<file path="src/rtl/cpu_pkg.sv">
// Shared CPU definitions: fetch FSM states, PC step, reset vector.
// Imported by the fetch unit and its watchdog.
package cpu_pkg;

  typedef enum logic [1:0] {
    S_IDLE  = 2'd0,
    S_REQ   = 2'd1,
    S_HOLD  = 2'd2,
    S_FLUSH = 2'd3
  } if_state_t;

  localparam logic [31:0] PC_STEP  = 32'd4;
  localparam logic [31:0] RESET_PC_DEF = 32'h0000_0000;

  function automatic logic [31:0] word_align(input logic [31:0] a);
    return {a[31:2], 2'b00};
  endfunction

endpackage

</file>
<file path="src/rtl/if_watchdog.sv">
// Fetch stall watchdog: counts unacknowledged request cycles and
// raises a sticky error once the limit is reached.
module if_watchdog #(
  parameter int unsigned LIMIT = 16
) (
  input  logic clk,
  input  logic rst,
  input  logic active,
  input  logic ack,
  output logic err
);

  localparam int unsigned W = $clog2(LIMIT + 1);
  localparam logic [W-1:0] CNT_MAX = W'(LIMIT);

  logic [W-1:0] cnt_q;
  logic [W-1:0] cnt_n;
  logic         err_q;

  always_comb begin
    cnt_n = cnt_q;
    if (ack) begin
      cnt_n = '0;
    end else if (active && cnt_q != CNT_MAX) begin
      cnt_n = cnt_q + 1'b1;
    end
  end

  always_ff @(posedge clk) begin
    if (rst) begin
      cnt_q <= '0;
      err_q <= 1'b0;
    end else begin
      cnt_q <= cnt_n;
      if (cnt_n == CNT_MAX) err_q <= 1'b1;
    end
  end

  assign err = err_q;

endmodule

</file>
<file path="src/rtl/instr_fetch.sv">
// Instruction fetch unit: IDLE/REQ/HOLD/FLUSH FSM, registered outputs.
// Optional stall watchdog enabled by defining IF_TIMEOUT_EN.
module instr_fetch
  import cpu_pkg::*;
#(
  parameter logic [31:0] RESET_PC       = RESET_PC_DEF,
  parameter int unsigned TIMEOUT_CYCLES = 16
) (
  input  logic        clk,
  input  logic        rst,
  input  logic        write_pc,
  input  logic        write_ir,
  input  logic        pc_load,
  input  logic [31:0] pc_new,
  output logic        imem_req,
  output logic [31:0] imem_addr,
  input  logic        imem_ack,
  input  logic [31:0] imem_rdata,
  output logic [31:0] IR,
  output logic        W_IR_valid,
  output logic [31:0] PC,
  output logic        fetch_err
);

  localparam logic [31:0] RST_PC = word_align(RESET_PC);

  if_state_t   state_q, state_n;
  logic [31:0] pc_q, pc_n;
  logic [31:0] ir_q, ir_n;
  logic        vld_q, vld_n;
  logic        req_q, req_n;
  logic [31:0] addr_q, addr_n;
  logic [31:0] pc_tgt;

  assign pc_tgt = word_align(pc_new);

  always_ff @(posedge clk) begin
    if (rst) begin
      state_q <= S_IDLE;
      pc_q    <= RST_PC;
      ir_q    <= '0;
      vld_q   <= 1'b0;
      req_q   <= 1'b0;
      addr_q  <= '0;
    end else begin
      state_q <= state_n;
      pc_q    <= pc_n;
      ir_q    <= ir_n;
      vld_q   <= vld_n;
      req_q   <= req_n;
      addr_q  <= addr_n;
    end
  end

  always_comb begin
    state_n = state_q;
    pc_n    = pc_q;
    ir_n    = ir_q;
    vld_n   = vld_q;
    req_n   = req_q;
    addr_n  = addr_q;
    unique case (state_q)
      S_IDLE: begin
        if (pc_load) begin
          pc_n  = pc_tgt;
          vld_n = 1'b0;
        end
        if (write_pc) begin
          state_n = S_REQ;
          req_n   = 1'b1;
          addr_n  = pc_n;
        end
      end
      S_REQ: begin
        if (pc_load) begin
          pc_n  = pc_tgt;
          vld_n = 1'b0;
          if (imem_ack) begin
            state_n = write_pc ? S_REQ : S_IDLE;
            req_n   = write_pc;
            if (write_pc) addr_n = pc_tgt;
          end else begin
            // old request stays on the bus until it drains
            state_n = S_FLUSH;
          end
        end else if (imem_ack) begin
          ir_n    = imem_rdata;
          vld_n   = 1'b1;
          req_n   = 1'b0;
          state_n = S_HOLD;
        end
      end
      S_HOLD: begin
        if (pc_load || write_ir) begin
          pc_n    = pc_load ? pc_tgt : pc_q + PC_STEP;
          vld_n   = 1'b0;
          state_n = write_pc ? S_REQ : S_IDLE;
          req_n   = write_pc;
          if (write_pc) addr_n = pc_n;
        end
      end
      S_FLUSH: begin
        if (pc_load) pc_n = pc_tgt;
        if (imem_ack) begin
          state_n = S_REQ;
          addr_n  = pc_n;
        end
      end
      default: state_n = S_IDLE;
    endcase
  end

  assign imem_req   = req_q;
  assign imem_addr  = addr_q;
  assign IR         = ir_q;
  assign W_IR_valid = vld_q;
  assign PC         = pc_q;

`ifdef IF_TIMEOUT_EN
  logic wd_active;
  logic wd_ack;

  assign wd_active = (state_q == S_REQ) || (state_q == S_FLUSH);
  assign wd_ack    = wd_active && imem_ack;

  if_watchdog #(
    .LIMIT (TIMEOUT_CYCLES)
  ) u_wd (
    .clk    (clk),
    .rst    (rst),
    .active (wd_active),
    .ack    (wd_ack),
    .err    (fetch_err)
  );
`else
  logic unused_tmo;
  assign unused_tmo = ^TIMEOUT_CYCLES;
  assign fetch_err  = 1'b0;
`endif

endmodule

</file>
<file path="config.mk">
export PLATFORM = sky130hd
export DESIGN_NAME = instr_fetch
export DESIGN_NICKNAME = d
export VERILOG_FILES = /design/src/rtl/cpu_pkg.sv /design/src/rtl/if_watchdog.sv /design/src/rtl/instr_fetch.sv
export SDC_FILE = /design/constraint.sdc
export NUM_CORES = 1
export LEC_CHECK = 0
export ABC_AREA = 1
export BUFFER_PORTS_ARGS = -buffer_cell sky130_fd_sc_hd__buf_2
export CAP_MARGIN = 30
export CORE_MARGIN = 2
export CORE_UTILIZATION = 35
export DETAILED_ROUTE_END_ITERATION = 8
export GPL_TIMING_DRIVEN = 1
export PLACE_DENSITY = 0.72
export SKIP_LAST_GASP = 1
export SLEW_MARGIN = 25
export SYNTH_ARGS = -nofsm -noshare
export SYNTH_HDL_FRONTEND = slang
export SYNTH_SLANG_ARGS = --single-unit
</file>
<file path="constraint.sdc">
create_clock -name clk -period 1.81 [get_ports clk]
set_clock_uncertainty 0.05 [all_clocks]
set_input_delay 0 -clock clk [delete_from_list [all_inputs] [get_ports clk]]
set_output_delay 0 -clock clk [all_outputs]
set_load 0.02 [all_outputs]
</file>
======== After elaboration in Yosys (flattened, before gate mapping) ========
Index checks and enable logic that the tools add are counted.
cells by class
  shift operators ......................... 0
  bitwise gates (word level) .............. 1
  equality and inequality tests ........... 12
  div/mod/pow operators ................... 0
  magnitude comparators ................... 0
  add/subtract/negate cells ............... 1
  reductions and logical operators ........ 9
  $mul .................................... 0
  multiplexer cells ....................... 31
operator list
  kind                                                                    count
  32-bit 2-to-1 mux                                                       10
  32-bit case mux with 4 select lines                                     1
  32-bit case mux with 2 select lines                                     1
  32-bit by 3-bit adder with 32-bit output (second input constant)        1
  2-bit inequality test (second input constant)                           8
  2-bit 2-to-1 mux                                                        6
  4-bit AND reduction                                                     3
  1-bit 2-to-1 mux                                                        10
  2-bit case mux with 4 select lines                                      1
  7-bit AND reduction                                                     1
  1-bit case mux with 3 select lines                                      2
  2-bit equality test (second input constant)                             2
  3-bit inequality test (second input constant)                           1
  3-bit AND reduction                                                     1
  3-bit nonzero test                                                      1
  3-bit OR reduction                                                      1
  2-bit by 1-bit equality test with 1-bit output (second input constant)  1
  2-bit zero test                                                         1
  1-bit logical OR                                                        1
  1-bit NOT                                                               1
storage, ports and cells
  memory bits (read-only) ................. 0
  memory bits (writable) .................. 0
  memories kept ........................... 0
  bits of input ports ..................... 70
  bits in latches ......................... 0
  register bits ........................... 100
  word-level logic and storage cells ...... 60
  output and inout bits ................... 99

======== Depth between registers and ports, before layout ========
Gate-level depths: netlist of the first run.
  depth in word-level cells ............... 5
  mapped depth ............................ 13
  mapped depth without buffers ............ 12

======== Worst setup path after synthesis of the first run ========
No wires, ideal clock.
  path kind ............................... register to register
  start ................................... reg state_q[0]
  end ..................................... reg addr_q[21] (netlist: imem_addr[21])
  path slack .............................. 0.007 ns
  buffers on the path ..................... 2
  clock period less this slack ............ 1.803 ns
  arrival time ............................ 1.695 ns
  cell stages (with the launch flop) ...... 14
  data required time ...................... 1.702 ns
  library setup time ...................... 0.058 ns
  path through ............................ dfxtp_1 inv_1 ha_1 buf_6 inv_2 nor2_1 nor3_2 nand2_4 nor2_8 inv_2 buf_6 nor2_2 nand2_1 nand2_1
between the ends
  word-level cells in the longest chain between the ends .. 3
  elaborated cells on any way between the ends .. 13
  those cells by class .................... eq/ne (10); mux (1); reduce/logical (2)
RTL lines
  element                                                                 RTL line           source
  from (decl)                                                             instr_fetch.sv:27  if_state_t state_q, state_n;
  from (signal assigned)                                                  instr_fetch.sv:46  state_q <= state_n;
  2-bit by 1-bit equality test with 1-bit output (tied with other cells)  instr_fetch.sv:62  unique case (state_q)
  2-bit inequality test (no source line)                                  n/a
  7-bit AND reduction (no source line)                                    n/a
  to (signal assigned)                                                    instr_fetch.sv:51  addr_q <= addr_n;
  to (decl)                                                               instr_fetch.sv:32  logic [31:0] addr_q, addr_n;
Parallel ways exist; a longest one is shown, timed or not.
A chain may end at the register's enable or synchronous reset.

======== Worst setup path in the final report of the first run ========
  start ................................... reg state_q[0]
  end ..................................... reg addr_q[13] (netlist: imem_addr[13])
The elaborated chain is that of the path after synthesis.

==> results of run 1 <==
==> layout by cell type (no fill, tap or decap), types with 5 or more instances in the layout <==
cell,synthesis,final
a21oi_1,132,132
buf_4,2,49
buf_12,0,5
inv_1,51,50
inv_2,8,7
nor2_1,112,105
dfxtp_2,0,5
o211ai_1,13,13
clkbuf_16,0,9
nand3_1,91,91
nor2_2,12,17
dfxtp_1,100,95
nand2_2,2,5
buf_2,10,165
dlygate4sd3_1,0,59
nand2_1,272,269
o21ai_0,62,61
ha_1,6,5
==> final cells by class <==
type / count / area [µm²] / area share
clock buffer: 9 / 225.2 / 0.02795
tap: 216 / 270.3 / 0.03354
clock inverter: 7 / 82.58 / 0.01025
timing repair buffer: 279 / 1896 / 0.2352
multi-input combinational: 725 / 3341 / 0.4146
sequential: 100 / 2008 / 0.2492
inverter: 60 / 235.2 / 0.02919
==> where the power goes <==
group          internal [µW]  switching (µW)  total (µW)
logic                   2020            3780        5800
registers               2810             446        3250
clock network           1090             944        2040
==> through the flow <==
step,area (µm²),worst slack (ns)
2_1_floorplan,5772,0.007175
3_3_place_gp,7094,0.01877
3_5_place_dp,7094,-0.04438
4_1_cts,8003,0.01132
5_1_grt,8058,-0.01567
6_report,8058,0.1245
==> worst reg2reg max path: stages, from the launching register on <==
cell	delay, ns
dfxtp_1	0.36
inv_1	0.08
ha_1	0.35
clkinv_1	0.14
buf_12	0.20
a21oi_1	0.15
nand2_1	0.13
nand2_1	0.08
nand2_1	0.05
==> timing repair <==
item / CTS / global route
setup buffers: 0 / 1
gates resized for setup: 4 / 21
pin swaps: 0 / 3
setup endpoints to repair: 29 / 47
hold buffers: 59 / 0
endpoints found under the hold margin: 63 / 0
==> cell usage after synthesis (2+ instances only) <==
cell type | number | share of area
clkbuf_1 | 38 | 0.025
nand2_2 | 2 | 0.0022
nand3_1 | 91 | 0.079
nor2_1 | 112 | 0.073
nand2_1 | 272 | 0.18
buf_1 | 3 | 0.0020
and2_1 | 4 | 0.0043
dfxtp_1 | 100 | 0.35
inv_1 | 51 | 0.033
buf_6 | 2 | 0.0039
nor2_2 | 12 | 0.013
buf_2 | 10 | 0.0087
ha_1 | 6 | 0.013
nand4_1 | 4 | 0.0043
nor3_1 | 3 | 0.0026
o21ai_0 | 62 | 0.054
buf_4 | 2 | 0.0026
inv_2 | 8 | 0.0052
a21oi_1 | 132 | 0.11
o211ai_1 | 13 | 0.017
a221oi_1 | 2 | 0.0030
==> registers in the layout, indices dropped and copies added (netlist names) <==
| name | flops |
|---|---|
| imem_req | 1 |
| state_q | 2 |
| imem_addr | 32 |
| PC | 32 |
| IR | 32 |
| W_IR_valid | 1 |
==> cell families (layout without fill, tap and decap cells) <==
family	Yosys count	count (layout)
compound gates	214	214
simple gates	504	504
flops	100	100
buf+inv	115	355
other cells	1	1
fa+ha+maj	6	6
==> final timing paths <==
kind / from / to / slack (ns) / depth (start not counted)
max: state_q[0] / imem_addr[13] / 0.12 / 8
max reg2reg: state_q[0] / imem_addr[13] / 0.12 / 8
min reg2reg: imem_addr[17] / imem_addr[17] / 0.40 / 2
min: write_pc / state_q[0] / 0.01 / 3
==> layer usage <==
metal | vias up | part of all wire
li1 | 3559 | -
met1 | 3208 | 0.40
met2 | 379 | 0.47
met3 | 52 | 0.10
met4 | 0 | 0.037
met5 | - | 0
==> qor.txt, run 1 <==
Total power -> 11090 µW
Layout cells sized above 1 -> 0.2356
Class of the worst hold path -> in -> reg
Post-Route WL -> 21060 µm
Starting Density -> 0.3607
Syn Area/Cell -> 6.140 µm²
M1 GR Usage -> 0.2906
Cells after DPL -> 1320
Synth warn -> 0
Startpoint types -> flip-flop
GRT met3 Usage -> 0.06207
Detailed-route DRC error count -> 0
Clk sinks -> 100
Layout area overhead -> 39.61%
CP dominant cell by count -> nand2_1
Fmax -> 593.3 MHz
H-tree Lvls -> 3
Power Density -> 1376 nW/µm²
Synth async-reset ratio -> 0
#FFs+latches synth -> 100
Num CTS Buffers -> 9
First-pass GRT wire length -> 34000 µm
Fillers -> 1632
Area share of and/or/nand/nor cells after synthesis -> 0.3635
I/O Buffers -> 165
Status -> finished clean
Routed via count -> 7198
Fin crit period -> 1.685 ns
Arr. time, crit path -> 1.89 ns
DR WL/cell -> 15.08 µm
ANT nets after route -> 0
Clock Latency Late Sink -> 0.36 ns
Rows -> 46
Worst-path clk slew -> 0.07 ns
Clock Tree Buf Depth -> 2
Delay of the slowest cell on the worst path -> 0.36 ns
Antenna Cells -> 0
Final Cycle Share -> 0.9312
Max-cap violations -> 0
Worst path top cell family by delay -> buffers and inverters
Non-filler cells, final -> 1396
Buffers & Inverters on Critical Path -> 3
Final RePlAce weighted congestion -> 0.9049
Remaining global-route overflow -> 0
Setup tns final -> 0 ns
Max-slew violations -> 0
Syn Nets -> 1016
Gr busiest metal -> met2
Core Footprint -> 16000 µm²
Compound-gate portion of the synthesized area -> 0.1951
Main flop type after synthesis -> dfxtp_1
Leak -> 0.003751 µW
DRT iter0 DRCs -> 585
Finish-stage setup viols -> 0
Synth cell types -> 32
CTS tree -> built
Largest family of logic cells by synthesized area -> simple AND/OR/NAND/NOR gates
Final Util -> 0.5036
Root buffer cell -> clkbuf_16
Die X -> 132.4 µm
Peak VDD IR -> 798.4 µV
DP HPWL -> 14060 µm
Final hold vios -> 0
GRT Total Usage -> 0.2403
Mapped cell area -> 5772 µm²
CP required -> 2.01 ns
1st-pass router iterations -> 6
Initial antenna violation count -> 0
Pin count of the biggest net entering global routing -> 55
Via/cell ratio -> 5.156
# IOs -> 169
Die area -> 17530 µm²
Post-Syn Instances -> 940
Number of global-route vias before repair -> 6825
Synth Area in Adders -> 0.01301
Seq/Total Area, Yosys -> 0.3468
Critical Path End Type -> flip-flop
EDFF count, synth -> 0
Hold slack -> 0.01341 ns
Nets -> 1251
XOR/XNOR share of the synthesized area -> 0
Met2 GRT Util -> 0.4030
Critical path's slowest cell -> dfxtp_1
Cell Chain, Critical Path -> inv_1 > ha_1 > clkinv_1 > buf_12 > a21oi_1 > nand2_1 > nand2_1 > nand2_1
Setup CP Type -> reg -> reg
RSZ-0062 raised after global routing -> yes
Worst Path Max Fanout -> 30
Post-synthesis mux area share -> 0
DIE HEIGHT -> 132.4 µm
No activity file was read; power rests on OpenSTA's default activity.
==> run 2, diff against run 1 <==
- ABC_AREA: 1 -> not set
- CAP_MARGIN: 30 -> not set
==> run 2 against run 1 <==
The flow now finishes with violations (setup timing). Sequential power is 23% lower. Power is 38% lower. Critical path depth stayed put. Worst hold slack better by 0.0080 ns. Count of clock-buffer cells in the layout is 2 higher. Global-route usage is 2.2 points higher. Worst setup slack worse by 0.33 ns. Clock power is 2% lower. Die area is 2.5% higher. Largest cell class unchanged.
==> qor.txt, run 2 <==
1st-pass router iterations -> 6 (unchanged)
Commonest non-fill, non-tap cells in the layout -> 165 x buf_2, 125 x buf_4, 119 x nand2_1
Finish-stage setup viols -> 39 (+39)
Setup CP Type -> reg -> reg
Max-slew violations -> 0 (unchanged)
Final Util -> 0.5937 (+0.09011)
Hold slack -> 0.02140 ns (+0.007993 ns)
Synth warn -> 0 (unchanged)
Num CTS Buffers -> 9 (unchanged)
Root buffer cell -> clkbuf_16
Slew @ Worst Pin -> 0.5166 ns
Final instance area -> 9846 µm² (+22%)
Remaining global-route overflow -> 0 (unchanged)
Synth top area cells -> dfxtp_1 34%, nand2_1 7.9%, a21oi_1 5.3%, nor2_1 4.6%, o21ai_0 4.1%
Critical path's slowest cell -> dfxtp_4
Startpoint types -> flip-flop
Fillers -> 1406 (-14%)
DP HPWL -> 16620 µm (+18%)
# IOs -> 169 (unchanged)
Final RePlAce weighted congestion -> 0.9296 (+2.7%)
Max-cap violations -> 0 (unchanged)
Commonest cells post-synth -> 125 x nand2_1, 100 x dfxtp_1, 73 x nor2_1
Syn Area/Cell -> 7.458 µm² (+21%)
Synth async-reset ratio -> 0 (unchanged)
Initial antenna violation count -> 1 (+1)
RSZ-0062 raised after global routing -> yes
DRT iter0 DRCs -> 954 (+63%)
Critical Path End Type -> flip-flop
Fin crit period -> 2.018 ns (+0.3329 ns)
Core Footprint -> 16580 µm² (+3.6%)
Placed cell area -> 8049 µm² (+13%)
Number of global-route vias before repair -> 7145 (+4.7%)
CP required -> 2.01 ns (about the same)
Worst Path Max Fanout -> 18 (-40%)
Clk sinks -> 100 (unchanged)
Detailed-route DRC error count -> 0 (unchanged)
Final WS setup -> -0.2084 ns (-0.3329 ns)
Cell taking the most area after synthesis -> dfxtp_1
Die X -> 134.1 µm (+1.3%)
Hold depth -> 5 (+2)
Non-filler cells, final -> 1342 (-3.9%)
GRT Total Usage -> 0.2621 (+0.02179)
Via/cell ratio -> 5.770 (+12%)
Worst R2R Path Depth -> 8 (unchanged)
Buffers & Inverters on Critical Path -> 3 (unchanged)
Main flop type after synthesis -> dfxtp_1
Power Density -> 702.2 nW/µm² (-49%)
Post-Syn Instances -> 794 (-16%)
Routed via count -> 7743 (+7.6%)
Fmax -> 495.4 MHz (-16%)
Die area -> 17980 µm² (+2.5%)
Synth top area share -> 0.3381 (-0.008794)
Class of the worst hold path -> in -> reg
Syn Nets -> 870 (-14%)
Failing checks -> setup timing
First-pass GRT wire length -> 37270 µm (+9.6%)
Seq/Total Area, Yosys -> 0.3381 (-0.008794)
Rows -> 47 (+2.2%)
Delay of the slowest cell on the worst path -> 0.37 ns (about the same)
Cells after DPL -> 1235 (-6.4%)
Final hold vios -> 0 (unchanged)
Worst path top cell family by delay -> compound AO/OA/AOI/OAI gates
#FFs+latches synth -> 100 (unchanged)
Cell Chain, Critical Path -> inv_4 > ha_4 > nor3b_4 > a211oi_4 > buf_4 > a31oi_4 > buf_12 > a221o_1
ANT nets after route -> 0 (unchanged)
Commonest non-fill, non-tap cell in the layout -> buf_2
Arr. time, crit path -> 2.22 ns (+0.33 ns)
Layout area overhead -> 66.26%
Status -> complete, but fails checks
Layout cells sized above 1 -> 0.4259 (+0.1903)
Nets -> 1192 (-4.7%)
Starting Density -> 0.3571 (-0.003629)
Dpl ws -> -0.2379 ns (-0.1936 ns)
Clock Latency Late Sink -> 0.36 ns (about the same)
EDFF count, synth -> 0 (unchanged)
Mapped cell area -> 5922 µm² (+2.6%)
Crit path depth -> 8 (unchanged)
Worst-path clk slew -> 0.07 ns (about the same)
Pin count of the biggest net entering global routing -> 53 (-3.6%)
H-tree Lvls -> 3 (unchanged)
CTS tree -> built
Most frequent cell after synthesis -> nand2_1
I/O Buffers -> 165 (unchanged)
Leak -> 0.004193 µW (+12%)
DIE HEIGHT -> 134.1 µm (+1.3%)
Final Cycle Share -> 1.115 (+0.1839)
Clock Tree Buf Depth -> 2 (unchanged)
DR WL/cell -> 19.08 µm (+27%)
Post-Route WL -> 25610 µm (+22%)
Synth cell types -> 63 (+97%)
Peak VDD IR -> 572.1 µV (-28%)
Rel. slew slack -> 0.6467
[run 2: cell count changes in the layout (fill, tap and decap cells not counted), sizes merged, moves of 12 or more]
cell / before / now
a211oi: 1 / 22
a21oi: 132 / 63
a221oi: 2 / 15
a22oi: 0 / 17
buf: 220 / 322
inv: 61 / 17
mux2i: 0 / 19
nand2: 275 / 127
nand3: 91 / 22
nor2: 125 / 73
nor3: 4 / 21
o21ai: 62 / 48
o31ai: 0 / 17
xnor2: 0 / 12
[run 2: kinds of logic (layout without fill, tap and decap cells)]
logic type               Yosys count  in the layout  share of synthesized area
AO/OA/AOI/OAI                    240            240                     0.2711
XOR/XNOR                          15             15                    0.02219
adder cells (fa/ha/maj)            6              6                    0.01268
buffers and inverters             89            413                    0.06000
flip-flops                       100            100                     0.3381
multiplexers                      22             22                    0.03782
other                              1              3                  0.0006332
AND/OR/NAND/NOR                  321            323                     0.2575
[run 2: area by class of cell]
class | count | area (µm²) | area share
clock buffers | 11 | 275.3 | 0.02796
repair buffers | 383 | 2868 | 0.2913
inverters | 15 | 61.31 | 0.006227
well taps | 220 | 275.3 | 0.02796
diodes | 2 | 5.005 | 0.0005083
clock inverters | 4 | 25.02 | 0.002542
multi-input cells | 607 | 4275 | 0.4342
flip-flops and latches | 100 | 2061 | 0.2093
[run 2: worst paths after layout]
path	start	end	slack [ns]
worst max-delay path	state_q[0]	imem_addr[23]	-0.21
worst min register to register	IR[10]	IR[10]	0.40
worst min-delay path	pc_new[27]	imem_addr[27]	0.02
worst max register to register	state_q[0]	imem_addr[23]	-0.21
[run 2: worst min-delay path, stage by stage]
cell and delay, ns:
buf_2 0.14, nand2_1 0.07, nand2_1 0.04, o221ai_1 0.06, o31ai_1 0.07
[run 2: timing repair]
item                                   CTS  global route
pin swaps                               27            52
cloned                                   2             1
hold buffers                            60             0
setup endpoints to repair               60            90
gates resized for setup                 54            91
endpoints found under the hold margin   73             0
buffers inserted                        15            15
[run 2: metal layers]
metal,vias up,share of wire,GRT usage
met2,446,0.48,0.4211
met3,83,0.085,0.05442
met5,-,0,0
li1,3551,-,-
met1,3663,0.40,0.3412
met4,0,0.035,0.1140
[run 2: metrics by stage]
| step | power, µW | TNS (ns) |
|---|---|---|
| floorplan | 3727 | -1.365 |
| global placement | 4496 | -4.947 |
| detailed placement | 4523 | -6.713 |
| CTS | 6718 | -2.170 |
| global route | 7191 | -7.398 |
| finish | 6914 | -4.203 |
[run 2: where the power goes]
part,internal (µW),switching [µW]
clock network,1100,897
registers,2380,126
logic,1040,1380
==> run 3, diff against run 2 <==
--- a/config.mk
+++ b/config.mk
@@ -12,2 +12,3 @@
 export GPL_TIMING_DRIVEN = 1
+export MAX_ROUTING_LAYER = met4
 export PLACE_DENSITY = 0.72
--- a/constraint.sdc
+++ b/constraint.sdc
@@ -4,2 +4,2 @@
 set_output_delay 0 -clock clk [all_outputs]
-set_load 0.02 [all_outputs]
+set_load 0.1 [all_outputs]
==> run 3 against run 2 <==
The run still ends with setup timing left. Die area unchanged. Core utilization up 1.2 points. Routed wire length rose by 2.2%. Critical path type unchanged. Cell count rose by 0.67%. Fmax down 2.2%. Clock power up 8%. Register-to-register slack got worse by 0.05 ns. Critical path depth fell by 3. Worst setup slack worse by 0.045 ns. Design area rose by 2.0%. Global-route usage grew 1.8 points. Count of clock-buffer cells in the layout is 1 lower.
==> qor.txt, run 3 (same netlist as run 2, synthesis figures left out) <==
Clock Tree Buf Depth -> 2 (unchanged)
Leak -> 0.004306 µW (+2.7%)
Failing checks -> setup timing
Detailed-route DRC error count -> 0 (unchanged)
Via/cell ratio -> 5.805 (+0.62%)
Slew @ Worst Pin -> 0.7689 ns (+0.2523 ns)
Fmax -> 484.6 MHz (-2.2%)
Initial antenna violation count -> 1 (unchanged)
H-tree Lvls -> 3 (unchanged)
Cell Chain, Critical Path -> nand4_1 > or4_4 > or4_4 > a221oi_2 > o31ai_1
Arr. time, crit path -> 2.26 ns (+0.04 ns)
Routed via count -> 7843 (+1.3%)
Root buffer cell -> clkbuf_16
Delay of the slowest cell on the worst path -> 0.58 ns (+0.21 ns)
First-pass GRT wire length -> 38590 µm (+3.5%)
CTS tree -> built
RSZ-0062 raised after global routing -> yes
DIE HEIGHT -> 134.1 µm (unchanged)
Setup CP Type -> reg -> reg
Max-slew violations -> 0 (unchanged)
Core Footprint -> 16580 µm² (unchanged)
Final hold vios -> 0 (unchanged)
CP required -> 2.00 ns (about the same)
Rel. slew slack -> 0.4874 (-0.1593)
Buffers & Inverters on Critical Path -> 0 (-3)
Cells after DPL -> 1248 (+1.1%)
Final WS setup -> -0.2535 ns (-0.04506 ns)
# IOs -> 169 (unchanged)
Commonest non-fill, non-tap cell in the layout -> buf_2
Final RePlAce weighted congestion -> 0.9370 (+0.80%)
Worst path top cell family by delay -> simple AND/OR/NAND/NOR gates
Final Cycle Share -> 1.140 (+0.02489)
DR WL/cell -> 19.37 µm (+1.5%)
Worst-path clk slew -> 0.08 ns (about the same)
Max-cap violations -> 0 (unchanged)
Pin count of the biggest net entering global routing -> 63 (+19%)
Peak VDD IR -> 596.8 µV (+4.3%)
Die area -> 17980 µm² (unchanged)
Layout cells sized above 1 -> 0.4522 (+0.02632)
DP HPWL -> 16790 µm (+1.0%)
Critical Path End Type -> flip-flop
Clk sinks -> 100 (unchanged)
Remaining global-route overflow -> 0 (unchanged)
Nets -> 1201 (+0.76%)
Worst Path Max Fanout -> 3 (-15)
CP dominant cell by count -> or4_4
Clock Latency Late Sink -> 0.37 ns (about the same)
I/O Buffers -> 165 (unchanged)
Number of global-route vias before repair -> 7259 (+1.6%)
Layout area overhead -> 69.51%
Finish-stage setup viols -> 40 (+2.6%)
Critical path's slowest cell -> or4_4
1st-pass router iterations -> 5 (-1)
ANT nets after route -> 0 (unchanged)
GRT Total Usage -> 0.2800 (+0.01793)
Post-Route WL -> 26170 µm (+2.2%)
Fin crit period -> 2.063 ns (+0.04506 ns)
Power Density -> 825.4 nW/µm² (+18%)
Class of the worst hold path -> in -> reg
Num CTS Buffers -> 9 (unchanged)
DRT iter0 DRCs -> 964 (+1.0%)
Non-filler cells, final -> 1351 (+0.67%)
Status -> complete, but fails checks
Die X -> 134.1 µm (unchanged)
Rows -> 47 (unchanged)
Hold slack -> 0.01862 ns (-0.002785 ns)
Commonest non-fill, non-tap cells in the layout -> 165 x buf_2, 136 x buf_4, 113 x nand2_1
Starting Density -> 0.3571 (unchanged)
Startpoint types -> flip-flop
[run 3: final timing paths]
path	from	slack [ns]	end	cells past startpoint
max	PC[23]	-0.25	imem_addr[27]	5
min reg2reg	IR[14]	0.40	IR[14]	2
max reg2reg	PC[23]	-0.25	imem_addr[27]	5
min	pc_new[29]	0.02	imem_addr[29]	4
[run 3: through the flow]
stage / total power, µW / worst slack (ns) / setup TNS (ns) / util / area, µm²
floorplan: 4747 / -0.4993 / -5.108 / - / 6446
global placement: 5531 / -0.1999 / -4.985 / 0.4952 / 8212
detailed placement: 5564 / -0.2563 / -6.539 / 0.4952 / 8212
CTS: 8072 / -0.1829 / -3.207 / 0.5810 / 9635
global route: 8521 / -0.3104 / -8.646 / 0.6053 / 10040
finish: 8286 / -0.2535 / -6.036 / 0.6053 / 10040
[run 3: repair_timing]
| action | CTS | global route |
|---|---|---|
| hold buffers | 58 | 0 |
| pin swaps | 36 | 35 |
| buffers inserted | 16 | 9 |
| gates resized for setup | 69 | 79 |
| setup endpoints to repair | 55 | 92 |
| endpoints found under the hold margin | 70 | 0 |
| cloned | 4 | 2 |
[run 3: cell type report]
type,instances,area [µm²]
well taps,220,275.3
repair buffers,394,2970
clock inverters,6,73.82
clock buffers,10,250.2
diodes,1,2.502
fillers,1388,6545
multi-input cells,605,4297
inverters,15,63.81
flip-flops and latches,100,2106
[run 3: worst register-to-register path, stage by stage, from the launching register on]
cell and delay [ns]:
dfxtp_4 0.34, nand4_1 0.13, or4_4 0.58, or4_4 0.44, a221oi_2 0.27, o31ai_1 0.12
[run 3: report_power, final]
part	internal (µW)	leakage (µW)	total [µW]	switching, µW
registers	2370	0.000837	2520	153
clock network	1180	0.000161	2150	968
logic	1150	0.00331	3610	2460
[run 3: routing by layer]
| metal | vias to the layer above | track usage | part of all wire |
|---|---|---|---|
| li1 | 3572 | - | - |
| met1 | 3690 | 0.3605 | 0.40 |
| met2 | 491 | 0.4373 | 0.47 |
| met3 | 90 | 0.04233 | 0.089 |
| met4 | 0 | 0.1234 | 0.042 |
| met5 | - | - | 0 |
